`src/rtl/switch_capture.sv`:
```
// switch_capture: synchronizes the board switches and a bouncing confirm
// button, debounces the button, and captures the switch word into a
// CPU-readable data register with valid/overrun status.
// Optional feature macro: SWITCH_CAPTURE_LIVE_EN -- when defined, a data read
// with no captured word pending returns the live synchronized switches
// instead of the stored data register.
module switch_capture #(
    parameter int unsigned DEBOUNCE_CYCLES = 20'd100000,
    parameter int unsigned DATA_WIDTH      = 16
) (
    input  logic                  clock,
    input  logic                  reset,
    input  logic [DATA_WIDTH-1:0] switches,
    input  logic                  confirm_button,
    input  logic                  ior,
    input  logic                  sel_data,
    input  logic                  sel_status,
    output logic [DATA_WIDTH-1:0] rdata,
    output logic                  data_valid,
    output logic                  overrun
);

    localparam int unsigned CNT_W = (DEBOUNCE_CYCLES > 1) ? $clog2(DEBOUNCE_CYCLES) : 1;
    localparam logic [CNT_W-1:0] CNT_LAST = CNT_W'(DEBOUNCE_CYCLES - 1);

    typedef enum logic [1:0] {
        IDLE,
        PRESS_WAIT,
        HELD,
        RELEASE_WAIT
    } state_e;

    logic [DATA_WIDTH-1:0] sw_meta_q;
    logic [DATA_WIDTH-1:0] sw_sync_q;
    logic                  btn_meta_q;
    logic                  btn_sync_q;

    logic [1:0]            fill_q;
    logic                  armed_q;
    logic                  armed_d;

    state_e                state_q;
    state_e                state_d;
    logic [CNT_W-1:0]      cnt_q;
    logic [CNT_W-1:0]      cnt_d;
    logic                  capture;

    logic [DATA_WIDTH-1:0] data_q;
    logic [DATA_WIDTH-1:0] data_d;
    logic                  valid_q;
    logic                  valid_d;
    logic                  overrun_q;
    logic                  overrun_d;

    logic                  data_read;
    logic                  status_read;

    assign data_read   = ior & sel_data;
    assign status_read = ior & sel_status & ~sel_data;

    // Two-flop synchronizers for the switch bus and the confirm button.
    always_ff @(posedge clock or posedge reset) begin
        if (reset) begin
            sw_meta_q  <= '0;
            sw_sync_q  <= '0;
            btn_meta_q <= 1'b0;
            btn_sync_q <= 1'b0;
        end else begin
            sw_meta_q  <= switches;
            sw_sync_q  <= sw_meta_q;
            btn_meta_q <= confirm_button;
            btn_sync_q <= btn_meta_q;
        end
    end

    // Press arming: the synchronizer resets to 0, so a button held through
    // reset would look like a fresh press. Only once the synchronizer has
    // refilled (fill_q[1]) and shows the button released do we accept a press.
    always_comb begin
        armed_d = armed_q | (fill_q[1] & ~btn_sync_q);
    end

    // Synchronizer fill tracker and arming flag.
    always_ff @(posedge clock or posedge reset) begin
        if (reset) begin
            fill_q  <= '0;
            armed_q <= 1'b0;
        end else begin
            fill_q  <= {fill_q[0], 1'b1};
            armed_q <= armed_d;
        end
    end

    // Debounce FSM state and counter registers.
    always_ff @(posedge clock or posedge reset) begin
        if (reset) begin
            state_q <= IDLE;
            cnt_q   <= '0;
        end else begin
            state_q <= state_d;
            cnt_q   <= cnt_d;
        end
    end

    // Debounce FSM next-state logic and single-cycle capture pulse.
    always_comb begin
        state_d = state_q;
        cnt_d   = cnt_q;
        capture = 1'b0;
        unique case (state_q)
            IDLE: begin
                if (btn_sync_q && armed_q) begin
                    state_d = PRESS_WAIT;
                    cnt_d   = '0;
                end
            end
            PRESS_WAIT: begin
                if (!btn_sync_q) begin
                    state_d = IDLE;
                end else if (cnt_q == CNT_LAST) begin
                    state_d = HELD;
                    capture = 1'b1;
                end else begin
                    cnt_d = cnt_q + CNT_W'(1);
                end
            end
            HELD: begin
                if (!btn_sync_q) begin
                    state_d = RELEASE_WAIT;
                    cnt_d   = '0;
                end
            end
            RELEASE_WAIT: begin
                if (btn_sync_q) begin
                    state_d = HELD;
                end else if (cnt_q == CNT_LAST) begin
                    state_d = IDLE;
                end else begin
                    cnt_d = cnt_q + CNT_W'(1);
                end
            end
            default: begin
                state_d = IDLE;
                cnt_d   = '0;
            end
        endcase
    end

    // Data register, valid and overrun next-state from capture and reads.
    always_comb begin
        data_d    = data_q;
        valid_d   = valid_q;
        overrun_d = overrun_q;
        if (status_read) begin
            overrun_d = 1'b0;
        end
        if (capture) begin
            if (!valid_q || data_read) begin
                // Empty register, or the pending word is being read this
                // cycle: the new word replaces it and stays valid.
                data_d  = sw_sync_q;
                valid_d = 1'b1;
            end else begin
                overrun_d = 1'b1;
            end
        end else if (data_read) begin
            valid_d = 1'b0;
        end
    end

    // Data register, valid and overrun state.
    always_ff @(posedge clock or posedge reset) begin
        if (reset) begin
            data_q    <= '0;
            valid_q   <= 1'b0;
            overrun_q <= 1'b0;
        end else begin
            data_q    <= data_d;
            valid_q   <= valid_d;
            overrun_q <= overrun_d;
        end
    end

    // Combinational read mux; sel_data wins when both selects are set.
    always_comb begin
        rdata = '0;
        if (data_read) begin
`ifdef SWITCH_CAPTURE_LIVE_EN
            rdata = valid_q ? data_q : sw_sync_q;
`else
            rdata = data_q;
`endif
        end else if (status_read) begin
            rdata = {{(DATA_WIDTH-2){1'b0}}, overrun_q, valid_q};
        end
    end

    assign data_valid = valid_q;
    assign overrun    = overrun_q;

endmodule

```
`config.mk`:
```
export PLATFORM = sky130hd
export DESIGN_NAME = switch_capture
export DESIGN_NICKNAME = d
export VERILOG_FILES = /design/src/rtl/switch_capture.sv
export SDC_FILE = /design/constraint.sdc
export NUM_CORES = 1
export LEC_CHECK = 0
export ABC_AREA = 1
export CELL_PAD_IN_SITES_DETAIL_PLACEMENT = 0
export CELL_PAD_IN_SITES_GLOBAL_PLACEMENT = 1
export CORE_UTILIZATION = 35
export CTS_CLUSTER_DIAMETER = 80
export DETAILED_ROUTE_END_ITERATION = 7
export PLACE_DENSITY = 0.77
export SETUP_SLACK_MARGIN = 0.5
export SLEW_MARGIN = 20
export SYNTH_ARGS = -nofsm -noshare
export SYNTH_HDL_FRONTEND = slang
export SYNTH_SLANG_ARGS = --single-unit
```
`constraint.sdc`:
```
create_clock -name clock -period 3.87 [get_ports clock]
set_input_delay 0.774 -clock clock [delete_from_list [all_inputs] [get_ports clock]]
set_output_delay 0.774 -clock clock [all_outputs]
set_load 0.01 [all_outputs]
```
### Word-level counts from Yosys, hierarchy flattened

Cells that the tools add are included.

* output and inout bits: 18
* input port bits: 22
* bits in registers: 74
* word-level logic and storage cells: 63

* bitwise operators: 7
* eq/ne operators: 11
* add/sub/neg operators: 1
* muxes and demuxes: 24
* reductions and logical operators: 9

Operators by type and width (number)
* $mux 17: 5
* $pmux 17 s4: 1
* $add 17x1->17 const B: 1
* $eq 17x17->1 const B: 1
* $mux 16: 1
* $mux 2: 7
* $mux 1: 9
* $ne 2x2->1 const B: 4
* $pmux 2 s4: 1
* $reduce_and 4->1: 2
* $ne 3x3->1 const B: 2
* $and 1x1->1: 4
* $eq 2x2->1 const B: 2
* $reduce_and 2->1: 2
* $eq 2x1->1 const B: 1
* $logic_not 2->1: 1
* $ne 2x1->1 const B: 1
* $not 1->1: 2
* $reduce_bool 2->1: 1
* $logic_and 1x1->1: 1
* $logic_not 1->1: 1
* $logic_or 1x1->1: 1
* $or 1x1->1: 1

### Depth between registers and ports, before layout

Gate-level depths: netlist of the first run.

* word-level depth: 6
* depth in mapped cells: 9
* depth with buffers taken out: 9

### Worst setup path before layout of the first run

OpenSTA, ideal clock, no wires.

* path type: input to output
* start: in ior
* end: out rdata[10]
* arrival time: 1312 ps
* buffers on the path: 1
* required time: 3096 ps
* setup slack: 1784 ps
* cell stages on the path: 3
* cells stage by stage: nand2_1 clkbuf_1 nor2_1

* word-level cells in the longest chain between the ends: 2

RTL lines
* start, declared: RTL line 15 `input logic ior,`
* $and 1x1->1: RTL line 58 `assign data_read = ior & sel_data;`
* $mux 16: RTL line 187 `if (data_read) begin`
* end, declared: RTL line 18 `output logic [DATA_WIDTH-1:0] rdata,`

No other way between the ends.

### Worst setup path after layout of the first run

* start: in ior
* end: out rdata[7]

Same word-level chain as after synthesis.

==> results.txt, run 1 <==
The run finished with clean final reports. In this run the worst path has a maximum fanout of 15. The layer with the highest usage is met2. Transition time at the pin with the least slew margin: 0.694 ns. The congestion estimate from routability-driven global placement came to 0.775. In the routed design, unresolved DRC markers number 0. TritonCTS built the clock tree.

Count of antenna-violating nets left after detailed routing: 0. The logs give 0 for the number of antenna violations at the first check in global routing and 0 for the number of setup buffers added after CTS. The max-slew violation count was 0; the post-synthesis cell count was 351.

The number of hold buffers added after CTS was 0. For this run, the number of standard cells in the final layout without fillers is 506. The area share of the largest cell type after synthesis was 59.3%; the worst supply voltage drop on vdd was 135 uV.

The run gives 2030 as the number of global-route vias before repair. The primary flip-flop cell chosen by synthesis mapping is sky130_fd_sc_hd__dfrtp_1. Fraction of final layout cells sized beyond drive strength 1: 8.04%. Detailed routing inserted a total of 2289 vias. The logs give 491 for the number of placed cells counting well taps and 0 for the number of hold violations in the final report.

The minimum clock period after layout was 3.10 ns. The average cell area after synthesis came out at 8.90 sq um. Chip width: 96.5 um.

In this run, synthesis inferred 0 flip-flops with an integrated enable. Global routing used 13.7% of the available tracks. The quantity of I/O buffers inserted on ports works out to 39. For this run, global-route usage on met1 was measured as 17.5%. The ratio of final minimum period to clock period was 80.2%; the met2 global-route usage was 22.1%. The clock arrives with 0.00615 ns of skew. The tree is rooted in a sky130_fd_sc_hd__clkbuf_8.

For this run, the share of the core covered by cells in the final layout is 43.7%. After detailed routing, the average wire length per cell comes to 11.5 um. The async set or reset register ratio after synthesis was 100%; the switching power as a share of total power was 22.7%. The cell-internal power was 1120 uW. Clock latency on the worst-skew pair, taken at its later pin, is 0.34 ns.

Vertical die dimension: 96.5 um. In this run the count of I/O pins placed on the die edge is 40. Dividing total power by cell area gives a power density of 381 nW/um^2. Synthesis inferred 74 register bits. Summed over all failing endpoints, the final setup total negative slack is 0 ns.

The die outline area is 9310 sq um. Yosys printed 0 warnings. Clock-pin slew was measured on the worst setup and hold paths at 0.08 ns.

The leakage power is 0.00169 uW. The sequential cell area fraction in the yosys report came out at 59.3%. Counting every net in the synthesized netlist gives 374.

The floorplan step defined a core boundary enclosing 8680 sq um. STA classifies the critical path endpoint as a primary output. The critical path is of the in2out type. For the worst setup path, the data required time is 3.10 ns. For the worst setup path, the data arrival time is 2.33 ns. The biggest area contributor in the post-synthesis netlist is sky130_fd_sc_hd__dfrtp_1. By area the synthesized netlist is led by sky130_fd_sc_hd__dfrtp_1 59%, sky130_fd_sc_hd__nand2_1 11%, sky130_fd_sc_hd__nand3_1 6.2%, sky130_fd_sc_hd__inv_1 5.2%, sky130_fd_sc_hd__nor2_1 4.8%. The achievable frequency is 322 MHz.

In the global route stage, met3 resource usage came out at 3.29%. Sequential cells account for 55.9% of the total power. The number of gates given a new drive strength after cts was 0; the final net count was 417. Fraction of power consumed by combinational cells: 4.2%. Before antenna repair, the detailed router went through 4 iterations. Of the total power, the clock network draws 39.9%.

Dividing the detail-routed via count by the number of cells gives 4.52. Summed instance area of the synthesized netlist: 3120 sq um. Number of maximum-capacitance constraint violations: 0. The first global-routing pass estimated 9560 um of wire.

Path category of the worst min-delay check: reg2reg. The H-tree generated during clock tree synthesis spans 3 levels. Synthesis instantiated 25 different standard cells from the library. For the CTS sink count, the log shows 74.

After the first detailed-routing iteration, the DRC count stood at 66. The type of element launching the critical path was an input port. In this run the tightest slew margin relative to its limit is 53.7%. Summed over all nets, the switching power comes to 329 uW. Row generation in the floorplan step produced 34 rows. The slack of the critical path is 0.766 ns, and the total wire length after detailed routing is 5810 um.

Timing analysis after detailed placement gives a worst setup slack of 0.736 ns. Relative to the synthesized area, the layout overhead comes to 21.5%. Counting the buffers created by CTS gives 9.

Setup violations remaining at the end of the flow were counted as 0. Once the floorplan was initialized, standard cells occupied 36.0% of the core. After legalization and detailed placement, the total HPWL measured 4020 um. For the total congestion overflow, the log shows 0.

Setup repair after global routing left no endpoint under its margin. 0 antenna diodes ended up in the layout. The largest net degree at the start of global routing is 35.

Counting along the longest clock path gives a buffer depth of 2.
==> cells in the final DEF (no fill, tap or decap), types with 2 or more instances in the layout <==
master / n
sky130_fd_sc_hd__nor2_4: 3
sky130_fd_sc_hd__nor3_1: 2
sky130_fd_sc_hd__clkdlybuf4s50_1: 39
sky130_fd_sc_hd__o21ai_1: 9
sky130_fd_sc_hd__inv_1: 42
sky130_fd_sc_hd__dfrtp_1: 74
sky130_fd_sc_hd__clkbuf_8: 9
sky130_fd_sc_hd__nor2_1: 40
sky130_fd_sc_hd__nand3_1: 39
sky130_fd_sc_hd__nand2_2: 6
sky130_fd_sc_hd__nand4_1: 4
sky130_fd_sc_hd__xor2_1: 2
sky130_fd_sc_hd__buf_4: 2
sky130_fd_sc_hd__clkinv_4: 3
sky130_fd_sc_hd__nand2_1: 94
sky130_fd_sc_hd__o21ai_0: 13
sky130_fd_sc_hd__o21bai_1: 4
==> cells by family (layout without fill, tap and decap cells) <==
kind of cell             count (synthesis)  in the layout  share of synthesized area, %
other                                    1              1                         0.120
AND/OR/NAND/NOR                        194            194                          27.8
XOR/XNOR                                 2              2                         0.561
flip-flops                              74             74                          59.3
buffers and inverters                   52             99                          7.13
adder cells (fa/ha/maj)                  1              1                         0.400
AO/OA/AOI/OAI                           27             27                          4.73
==> flip-flops by register name (all words and copies together) (netlist names), named ones only <==
signal      cells
armed_q         1
btn_sync_q      1
sw_sync_q      16
cnt_q          17
overrun         1
fill_q          2
btn_meta_q      1
data_q         16
data_valid      1
sw_meta_q      16
state_q         1
==> layout make-up <==
class                      instances  area (sq um)
fill                             858          4880
clock inverter                     6          68.8
inverter                          43           161
tap                              108           135
clock buffer                       9           124
timing repair buffer              41           405
sequential                        74          1850
multi-input combinational        225          1050
==> cell usage after synthesis, types with 3 or more instances <==
library cell / number
sky130_fd_sc_hd__nand3_1: 39
sky130_fd_sc_hd__nand2_1: 94
sky130_fd_sc_hd__o21ai_1: 9
sky130_fd_sc_hd__nor2_4: 3
sky130_fd_sc_hd__nand2_2: 6
sky130_fd_sc_hd__inv_1: 43
sky130_fd_sc_hd__buf_2: 4
sky130_fd_sc_hd__o21ai_0: 13
sky130_fd_sc_hd__o21bai_1: 4
sky130_fd_sc_hd__dfrtp_1: 74
sky130_fd_sc_hd__buf_6: 3
sky130_fd_sc_hd__nand4_1: 4
sky130_fd_sc_hd__nor2_1: 40
==> power by group through the flow <==
stage / logic (uW) / registers, uW / clock network, uW
after floorplan: 33.9 / 819 / 0
after global placement: 61.1 / 824 / 0
after detailed placement: 62.2 / 825 / 0
after CTS: 62.7 / 809 / 600
after global routing: 69.5 / 812 / 635
final: 60.5 / 809 / 578
==> stage by stage <==
stage / hold WS [ns] / total power, uW / instance area [sq um]
after detailed placement: 0.335 / 887 / 3600
after floorplan: 0.331 / 853 / 3120
after global placement: 0.332 / 885 / 3600
after CTS: 0.353 / 1470 / 3800
after global routing: 0.356 / 1520 / 3800
final: 0.351 / 1450 / 3800
==> path summary, 6_finish.rpt <==
| path | from | endpoint | slack [ns] | cells after the start |
|---|---|---|---|---|
| setup reg to reg | state_q[0] | cnt_q[8] | 1.73 | 7 |
| hold / removal | sw_meta_q[10] | sw_sync_q[10] | 0.35 | 0 |
| hold reg to reg | sw_meta_q[10] | sw_sync_q[10] | 0.35 | 0 |
| min in group asynchronous | reset | data_q[2] | 0.86 | 2 |
| max in group asynchronous | reset | sw_meta_q[10] | 2.25 | 3 |
| setup / recovery | ior | rdata[7] | 0.77 | 4 |
==> per-layer routing <==
| metal | vias to the layer above | part of all wire [%] |
|---|---|---|
| li1 | 1180 | - |
| met1 | 1061 | 49 |
| met2 | 38 | 46 |
| met3 | 10 | 4.0 |
| met4 | 0 | 1.6 |
| met5 | - | 0 |
==> worst max-delay path: stages <==
cell and delay [ns]:
sky130_fd_sc_hd__clkdlybuf4s50_1 0.52, sky130_fd_sc_hd__nand2_1 0.30, sky130_fd_sc_hd__nor2_1 0.19, sky130_fd_sc_hd__clkdlybuf4s50_1 0.56
Power figures use the tool's default switching activity.
==> run 2, diff against run 1 <==
==> constraint.sdc (replaced) <==
create_clock -name clock -period 3.11 [get_ports clock]
set_input_delay 0.622 -clock clock [delete_from_list [all_inputs] [get_ports clock]]
set_output_delay 0.622 -clock clock [all_outputs]
set_load 0.01 [all_outputs]
==> run 2 against run 1 <==
Net effect: first-iteration DRC count up 53%; clock power increased by 35%; setup slack better by 0.083 ns; combinational power is 36% higher; final cell count up 0.20%; sequential share of layout area fell by 0.51 points; hold slack about the same; critical path depth is the same; flip-flop and latch count stayed put; final area is 1.1% higher; critical path type unchanged; largest cell class unchanged.
==> results.txt, run 2 (synthesis gave the netlist of run 1 again) <==
The tools report the critical path data arrival time as 1.64 ns. The tools report the setup total negative slack as 0 ns. The tools report the cell area after layout as 3840 sq um. The worst setup path endpoint is rdata[1].

Total number of H-tree levels: 3. The signal on the critical path passes through clkdlybuf4s50_1 -> nand3b_1 -> o21ai_0 -> dlygate4sd2_1. The number of hold violations in the final report came out at 0.

The logs give 2097 for the number of global-route vias before repair and 0.34 ns for the worst-skew pair later-pin latency. Once the floorplan was initialized, standard cells occupied 36.0% of the core. The via density per instance works out to 4.49.

The worst-case IR drop observed on VDD is 219 uV. The post-route netlist has 8.52% of its cells at a drive strength greater than 1. The first global-routing pass estimated 9670 um of wire. Measured against its own limit, the worst slew margin works out to 63.2%.

The destination of the worst register-to-register timing path was cnt_q[5]. For this design the ratio of total power to cell area is 486 nW/um^2. The detailed-route wire length per cell is 11.3 um, and the count of buffer and inverter cells on the critical path is 2. The tools report the largest net degree at the start of global routing as 75. The tools report the count of TritonRoute iterations in the first routing pass as 4. After layout, the design draws a total of 1870 uW. The worst register-to-register path begins at cnt_q[0].

The total congestion overflow was 0. STA classifies the critical path endpoint as a primary output. The flip-flop count of the largest register after layout is 17, and the chip width is 96.5 um. Excluding fillers, the count of instances in the completed layout stands at 507. The library cells used most frequently in the layout, excluding fill and tap cells, are 93 x sky130_fd_sc_hd__nand2_1, 74 x sky130_fd_sc_hd__dfrtp_1, 42 x sky130_fd_sc_hd__inv_1, 40 x sky130_fd_sc_hd__nor2_1, 39 x sky130_fd_sc_hd__nand3_1. For this run, design rule violations remaining after detail routing come to 0.

Max-cap violations in this run came to 0. For the worst setup path, the data required time is 2.49 ns. For flop-to-flop paths, the worst setup slack is 1.03 ns. The path class of the tightest hold or removal check is reg2reg. Routability-driven placement finished with a final weighted congestion of 0.773. The clock passes through at most 2 buffers.

At the end of the flow, the number of nets in the layout was 417. Pin placement for this block handled 40 I/O pins. Across the routed clock network, the largest skew measured is 0.00483 ns. The detailed router finished its first iteration with 101 violations. Of all nets on the critical path, the largest fanout is 3. The tools report the HPWL reported at the end of detailed placement as 3890 um. The library cell used most frequently in the layout, excluding fill and tap cells, is sky130_fd_sc_hd__nand2_1. Type of the worst setup path: in2out. The clock net in this run drives a total of 74 sinks. The peak per-stage delay on the critical path was 0.46 ns; the clock-pin transition on the worst setup and hold timing paths was 0.08 ns. In this run the post-CTS setup repair buffer count came out at 0. Port buffering added 39 buffers.

The die is 96.5 um tall. 0 antenna diodes ended up in the layout. After filler insertion, the fill cell instance count of the layout stands at 833.

The clock period could shrink to 2.26 ns. The overall track demand over capacity in global routing was 13.8%; the area of the core was 8680 sq um. In this run the clock root is driven by a sky130_fd_sc_hd__clkbuf_8. Setup repair after global routing left no endpoint under its margin. The area growth from synthesis to layout is 22.8%. Transition time at the pin with the least slew margin: 0.550 ns.

In this run the worst setup path begins at sel_status. Die outline area: 9310 sq um. For this block, the via count after detailed routing is 2276. Among cell families on the critical path, the largest total delay comes from buffers and inverters. The critical path's slowest cell was sky130_fd_sc_hd__clkdlybuf4s50_1. TritonCTS built the clock tree.

The floorplan has 34 rows. The ratio of final minimum period to clock period came out at 72.7%. The run finished with clean final reports.

The max-slew violation count was 0. The logs give 5720 um for the total wire length after detailed routing and 3620 sq um for the standard cell area after detailed placement. In this run the remaining antenna-violating nets after routing total 0.

The number of cells on the worst reg-to-reg path is 8. Type of element launching the critical path: an input port. Number of placed cells counting well taps: 491. The critical path depth is 4, and the achievable frequency is 442 MHz. The run gives 9 as the TritonCTS buffer count. The run gives 0.00174 uW as the leakage power.

The most flop-heavy register is cnt_q. Setup violations remaining at the end of the flow were counted as 0. The number of antenna violations at the first check in global routing is 0.
## run 2: changes by cell type in the layout (fill, tap and decap cells not counted)
cell / before / now
sky130_fd_sc_hd__inv_6: 0 / 2
sky130_fd_sc_hd__dlymetal6s2s_1: 0 / 2
sky130_fd_sc_hd__clkbuf_8: 9 / 10
sky130_fd_sc_hd__buf_12: 0 / 1
sky130_fd_sc_hd__clkinv_4: 3 / 2
sky130_fd_sc_hd__nand2_4: 0 / 1
sky130_fd_sc_hd__dlygate4sd2_1: 0 / 2
sky130_fd_sc_hd__clkinv_2: 1 / 0
sky130_fd_sc_hd__clkdlybuf4s50_1: 39 / 35
sky130_fd_sc_hd__buf_4: 2 / 1
sky130_fd_sc_hd__nand2_1: 94 / 93
## run 2: repair_timing
item / CTS / global route
resized for setup: 3 / 3
endpoints found under the setup margin: 16 / 14
hold buffers: 0 / 0
## run 2: final cells by class
class	count	area, sq um	share of cell area [%]
Sequential cell	74	1850	48.3
Multi-Input combinational cell	225	1060	27.6
Timing Repair Buffer	41	420	11.0
Inverter	43	161	4.21
Clock buffer	10	138	3.59
Tap cell	108	135	3.52
Clock inverter	6	72.6	1.89
## run 2: metal layers
metal  wire [um]  up-vias  global-route usage, %
met5           0        -                      0
met4          80        0                   6.00
met2        2620       43                   21.9
met3         275       12                   3.76
met1        2740     1035                   17.8
li1            -     1186                      -
## run 2: through the flow
stage / util, % / hold slack, ns / worst slack [ns]
after floorplan: - / 0.331 / 0.606
after global placement: 41.7 / 0.333 / 0.342
after detailed placement: 41.7 / 0.335 / 0.300
after CTS: 44.1 / 0.349 / 0.436
after global routing: 44.2 / 0.355 / 0.752
final: 44.2 / 0.350 / 0.849
## run 2: where the power goes
| group | leakage, uW | switching [uW] | internal [uW] |
|---|---|---|---|
| Sequential | 0.000941 | 13.0 | 990 |
| Combinational | 0.000691 | 46.9 | 35.1 |
| Clock | 0.000103 | 380 | 401 |
| Total | 0.00174 | 440 | 1430 |
## run 2: worst min path at each step
stage / start / endpoint / slack, ns / depth (start not counted)
finish: sw_meta_q[15] / sw_sync_q[15] / 0.35 / 0
global route: sw_meta_q[4] / sw_sync_q[4] / 0.36 / 0
CTS: sw_meta_q[4] / sw_sync_q[4] / 0.35 / 0
detailed placement: sw_meta_q[11] / sw_sync_q[11] / 0.33 / 0
global placement: sw_meta_q[1] / sw_sync_q[1] / 0.33 / 0
floorplan: btn_meta_q / btn_sync_q / 0.33 / 0
==> edit 1: new RTL, settings of run 2 <==
`DEBOUNCE_CYCLES`: 20'd100000 -> 20'd50000.
--- a/src/rtl/switch_capture.sv
+++ b/src/rtl/switch_capture.sv
@@ -6,5 +6,5 @@
 // instead of the stored data register.
 module switch_capture #(
-    parameter int unsigned DEBOUNCE_CYCLES = 20'd100000,
+    parameter int unsigned DEBOUNCE_CYCLES = 20'd50000,
     parameter int unsigned DATA_WIDTH      = 16
 ) (
Formal check against the unedited RTL: no difference found for any inputs over 10 cycles, from zero or initial values and one cycle with reset high; that may be too few to reach the edited logic, so the function may still have changed.
==> edit 1 against run 2 <==
First-iteration DRC count fell by 11%; worst setup slack got worse by 0.28 ns; cell area fell by 1.6%; non-clock buffer count rose by 2; area after synthesis fell by 2.0%; routed wire length rose by 5.8%; power rose by 1.3%; sequential cell count fell by 1; critical endpoint is now rdata[0].
==> edit 1: results (changes against run 2) <==
[outcome]
outcome=complete, no violations  ; unchanged

[final_layout]
fin_cells=491  ; was 507
multi_input_cells=211  ; was 225
drive_gt1_frac=0.0881  ; was 0.0852
nonClkBufAreaFrac=0.114  ; was 0.110
fillers=821  ; was 833
final_nets=404  ; was 417
multi_input_area_sq_um=1000  ; was 1060 sq um

[logic_synthesis]
synthTopCellsByArea=dfrtp_1 (60%), nand2_1 (11%), inv_1 (4.8%)  ; was dfrtp_1 (59%), nand2_1 (11%), nand3_1 (6.2%)
syn_nets=359  ; was 374
synth.distinct_cells=28  ; was 25
ys_seq_area_frac=0.597  ; was 0.593
synth_xor_area_frac=0.00859  ; was 0.00561
synth_common_cells=nand2_1 (92), dfrtp_1 (73), inv_1 (39)  ; was nand2_1 (94), dfrtp_1 (74), inv_1 (43)
avgSynthCellArea_sq_um=9.11  ; was 8.90 sq um
synth_fa_ha_area_frac=0.00409  ; was 0.00400

[grt]
grt_max_degree=40  ; was 75
grt_pass1_vias=2088  ; was 2097
grt_pass1_wl_um=10200  ; was 9670 um
grt_use_total=0.152  ; was 0.138

[clock_tree]
clock_sinks=73  ; was 74

[sta]
finalClockSkew_ns=0.00953  ; was 0.00483 ns
relSlewSlack=0.443  ; was 0.632

[drt]
wl_met2_um=2790  ; was 2620 um
dr_wl_met3_um=252  ; was 275 um
wl_um=6060  ; was 5720 um
vias=2268  ; was 2276
m1WireLength_um=2900  ; was 2740 um

[critical_path]
worstPathArrival_ns=1.92  ; was 1.64 ns
reg2reg_slack_ns=1.14  ; was 1.03 ns
reg2reg_depth=6  ; was 8
cp-endpoint=rdata[0]  ; was rdata[1]

[placed_design]
dpl.cell_count=474  ; was 491
globalplace.congestion=0.757  ; was 0.773
post-dp-hpwl_um=3910  ; was 3890 um

[power]
power_frac_clock=0.430  ; was 0.418
netSwitchingFraction=0.223  ; was 0.236
p_int_mw=1.47  ; was 1.43 mW

[hold_path]
holdCritStartpoint=fill_q[0]  ; was sw_meta_q[15]
hold_path_end=fill_q[1]  ; was sw_sync_q[15]

-- edit 1: changes by cell type after synthesis, sizes merged --
| cell | delta |
|---|---|
| o211ai | -1 |
| nand4 | +18 |
| xor2 | +1 |
| dfrtp | -1 |
| o21ai | -1 |
| nor2 | -5 |
| clkbuf | +1 |
| nand3 | -18 |
| inv | -1 |
| nand2 | -6 |
| o21bai | -3 |
| clkinv | +1 |
-- edit 1: per-stage QoR --
| stage | area (sq um) | worst slack [ns] |
|---|---|---|
| detailed placement | 3540 | 0.175 |
| finish | 3770 | 0.572 |
| global route | 3770 | 0.524 |
| floorplan | 3060 | 0.635 |
| CTS | 3770 | 0.564 |
| global placement | 3540 | 0.178 |
-- edit 1: layer usage --
metal / track usage / up-vias
li1: - / 1154
met1: 0.205 / 1063
met2: 0.228 / 40
met3: 0.0335 / 11
met4: 0.0784 / 0
met5: 0 / -
==> edit 2: new RTL, config.mk and constraints of run 2 <==
Made on the original files. Make the reset (`reset`) synchronous in 4 clocked blocks.
--- a/src/rtl/switch_capture.sv
+++ b/src/rtl/switch_capture.sv
@@ -60,5 +60,5 @@
 
     // Two-flop synchronizers for the switch bus and the confirm button.
-    always_ff @(posedge clock or posedge reset) begin
+    always_ff @(posedge clock) begin
         if (reset) begin
             sw_meta_q  <= '0;
@@ -82,5 +82,5 @@
 
     // Synchronizer fill tracker and arming flag.
-    always_ff @(posedge clock or posedge reset) begin
+    always_ff @(posedge clock) begin
         if (reset) begin
             fill_q  <= '0;
@@ -93,5 +93,5 @@
 
     // Debounce FSM state and counter registers.
-    always_ff @(posedge clock or posedge reset) begin
+    always_ff @(posedge clock) begin
         if (reset) begin
             state_q <= IDLE;
@@ -170,5 +170,5 @@
 
     // Data register, valid and overrun state.
-    always_ff @(posedge clock or posedge reset) begin
+    always_ff @(posedge clock) begin
         if (reset) begin
             data_q    <= '0;
Check against the original RTL: same outputs for any inputs over 10 cycles, from zero or initial values and one cycle with reset high; that may be too few to reach the edited logic, so the function may still have changed.
==> edit 2 against run 2 <==
Clock skew increased by 0.0097 ns; cell area decreased by 0.85%; power decreased by 2.3%; sequential cell count unchanged; routed wire length increased by 8.1%; worst setup slack got worse by 0.14 ns; core utilization decreased by 0.59 points; via count increased by 16%; area after synthesis increased by 1.0%; critical endpoint is now rdata[0]; largest cell class unchanged.
==> edit 2: results (changes against run 2) <==
[grt]
grt_pass1_wl_um=11200  ; was 9670 um
grt_use_total=0.147  ; was 0.138
antenna_found_initial=0  ; unchanged
grt_max_degree=54  ; was 75
grt_pass1_vias=2526  ; was 2097

[final_layout]
drive_gt1_frac=0.0684  ; was 0.0852
largest_reg_flops=17  ; unchanged
largest_register=cnt_q  ; unchanged
n_antenna_cell=0  ; unchanged
fillers=930  ; was 833
final_nets=515  ; was 417

[critical_path]
crit_fanout=17  ; was 3
cpMaxStageDelayCell=clkdlybuf4s50_1  ; unchanged
worstPathArrival_ns=1.78  ; was 1.64 ns
reg2reg_slack_ns=1.13  ; was 1.03 ns
path_delay_family=buffers and inverters  ; unchanged
worst_path_largest_cell_delay_ns=0.47

[logic_synthesis]
postSynth.asyncResetShare=0  ; was 1.00
ys_seq_area_frac=0.469  ; was 0.593
synth_common_cells=nor2_1 (120), nand2_1 (103), dfxtp_1 (74)  ; was nand2_1 (94), dfrtp_1 (74), inv_1 (43)
synthTopCellsByArea=dfxtp_1 (47%), nor2_1 (14%), nand2_1 (12%)  ; was dfrtp_1 (59%), nand2_1 (11%), nand3_1 (6.2%)
synth-warning-count=0  ; unchanged
syn_nets=479  ; was 374
synth.distinct_cells=29  ; was 25

[sta]
layout_min_cycle_time_ns=2.40  ; was 2.26 ns
whs_ns=0.400  ; was 0.350 ns
finalClockSkew_ns=0.0145  ; was 0.00483 ns
tightest_slew_ns=0.659  ; was 0.550 ns
tns_ns=0  ; unchanged

[placed_design]
dp_slack_ns=0.416  ; was 0.300 ns
post-dp-hpwl_um=4110  ; was 3890 um
globalplace.congestion=0.808  ; was 0.773
placed_cell_area_sq_um=3600  ; was 3620 sq um
port_buffers=39  ; unchanged

[clock_tree]
cts_inserted_buffers=9  ; unchanged
cts_resized=13  ; was 3
clock_path_buffers=2  ; unchanged
path_clk_slew_ns=0.08  ; about the same
clock_latency_ns=0.35
post_cts_buffers=0  ; unchanged
htree_levels=3  ; unchanged
cts-root-buf=clkbuf_8  ; unchanged

[hold_path]
hp-class=flip-flop to flip-flop  ; unchanged

[drt]
vias=2648  ; was 2276
first_pass_iters=4  ; unchanged
wl_um=6190  ; was 5720 um
dr.first_iter.drc_count=94  ; was 101

[outcome]
outcome=complete, no violations  ; unchanged

[power]
ir_drop_mv=0.258  ; was 0.219 mV
p_leak_nw=1.78  ; was 1.74 nW

-- edit 2: stage by stage --
stage          power, mW  instances
2_1_floorplan       1.04        456
3_3_place_gp        1.07        589
3_5_place_dp        1.08        589
4_1_cts             1.85        605
5_1_grt             1.90        605
6_report            1.82        605
-- edit 2: report_power, final --
| part | internal (mW) | switching [mW] |
|---|---|---|
| clock network | 0.400 | 0.371 |
| logic | 0.0353 | 0.0392 |
| registers | 0.970 | 0.00652 |
-- edit 2: metal layers --
layer,part of all wire,up-vias,GRT usage
met5,0,-,0
met4,0.016,0,0.0551
met3,0.035,7,0.0412
met2,0.47,39,0.243
met1,0.48,1172,0.180
li1,-,1430,-
-- edit 2: worst paths after layout --
| check | start | endpoint | depth (start not counted) |
|---|---|---|---|
| min reg2reg | sw_meta_q[14] | sw_sync_q[14] | 2 |
| min | sw_meta_q[14] | sw_sync_q[14] | 2 |
| max | sel_data | rdata[0] | 5 |
| max reg2reg | cnt_q[0] | data_q[12] | 9 |
-- edit 2: worst register-to-register path, delay by kind of cell (launching register included) --
family	cells	cell delay, ns
flip-flops	1	0.38
AND/OR/NAND/NOR	8	1.30
adder cells (fa/ha/maj)	1	0.25
-- edit 2: final cells by class --
class / instances / area (sq um) / area share
Inverter: 73 / 274 / 0.0720
Multi-Input combinational cell: 293 / 1310 / 0.345
Tap cell: 108 / 135 / 0.0355
Clock inverter: 6 / 72.6 / 0.0191
Timing Repair Buffer: 41 / 392 / 0.103
Sequential cell: 74 / 1480 / 0.389
Clock buffer: 10 / 138 / 0.0362
-- edit 2: cell families after synthesis --
family	share of synthesized area
compound gates	0.0381
fa+ha+maj	0.00396
simple gates	0.357
flops	0.469
buf+inv	0.115
xor+xnor	0.0167
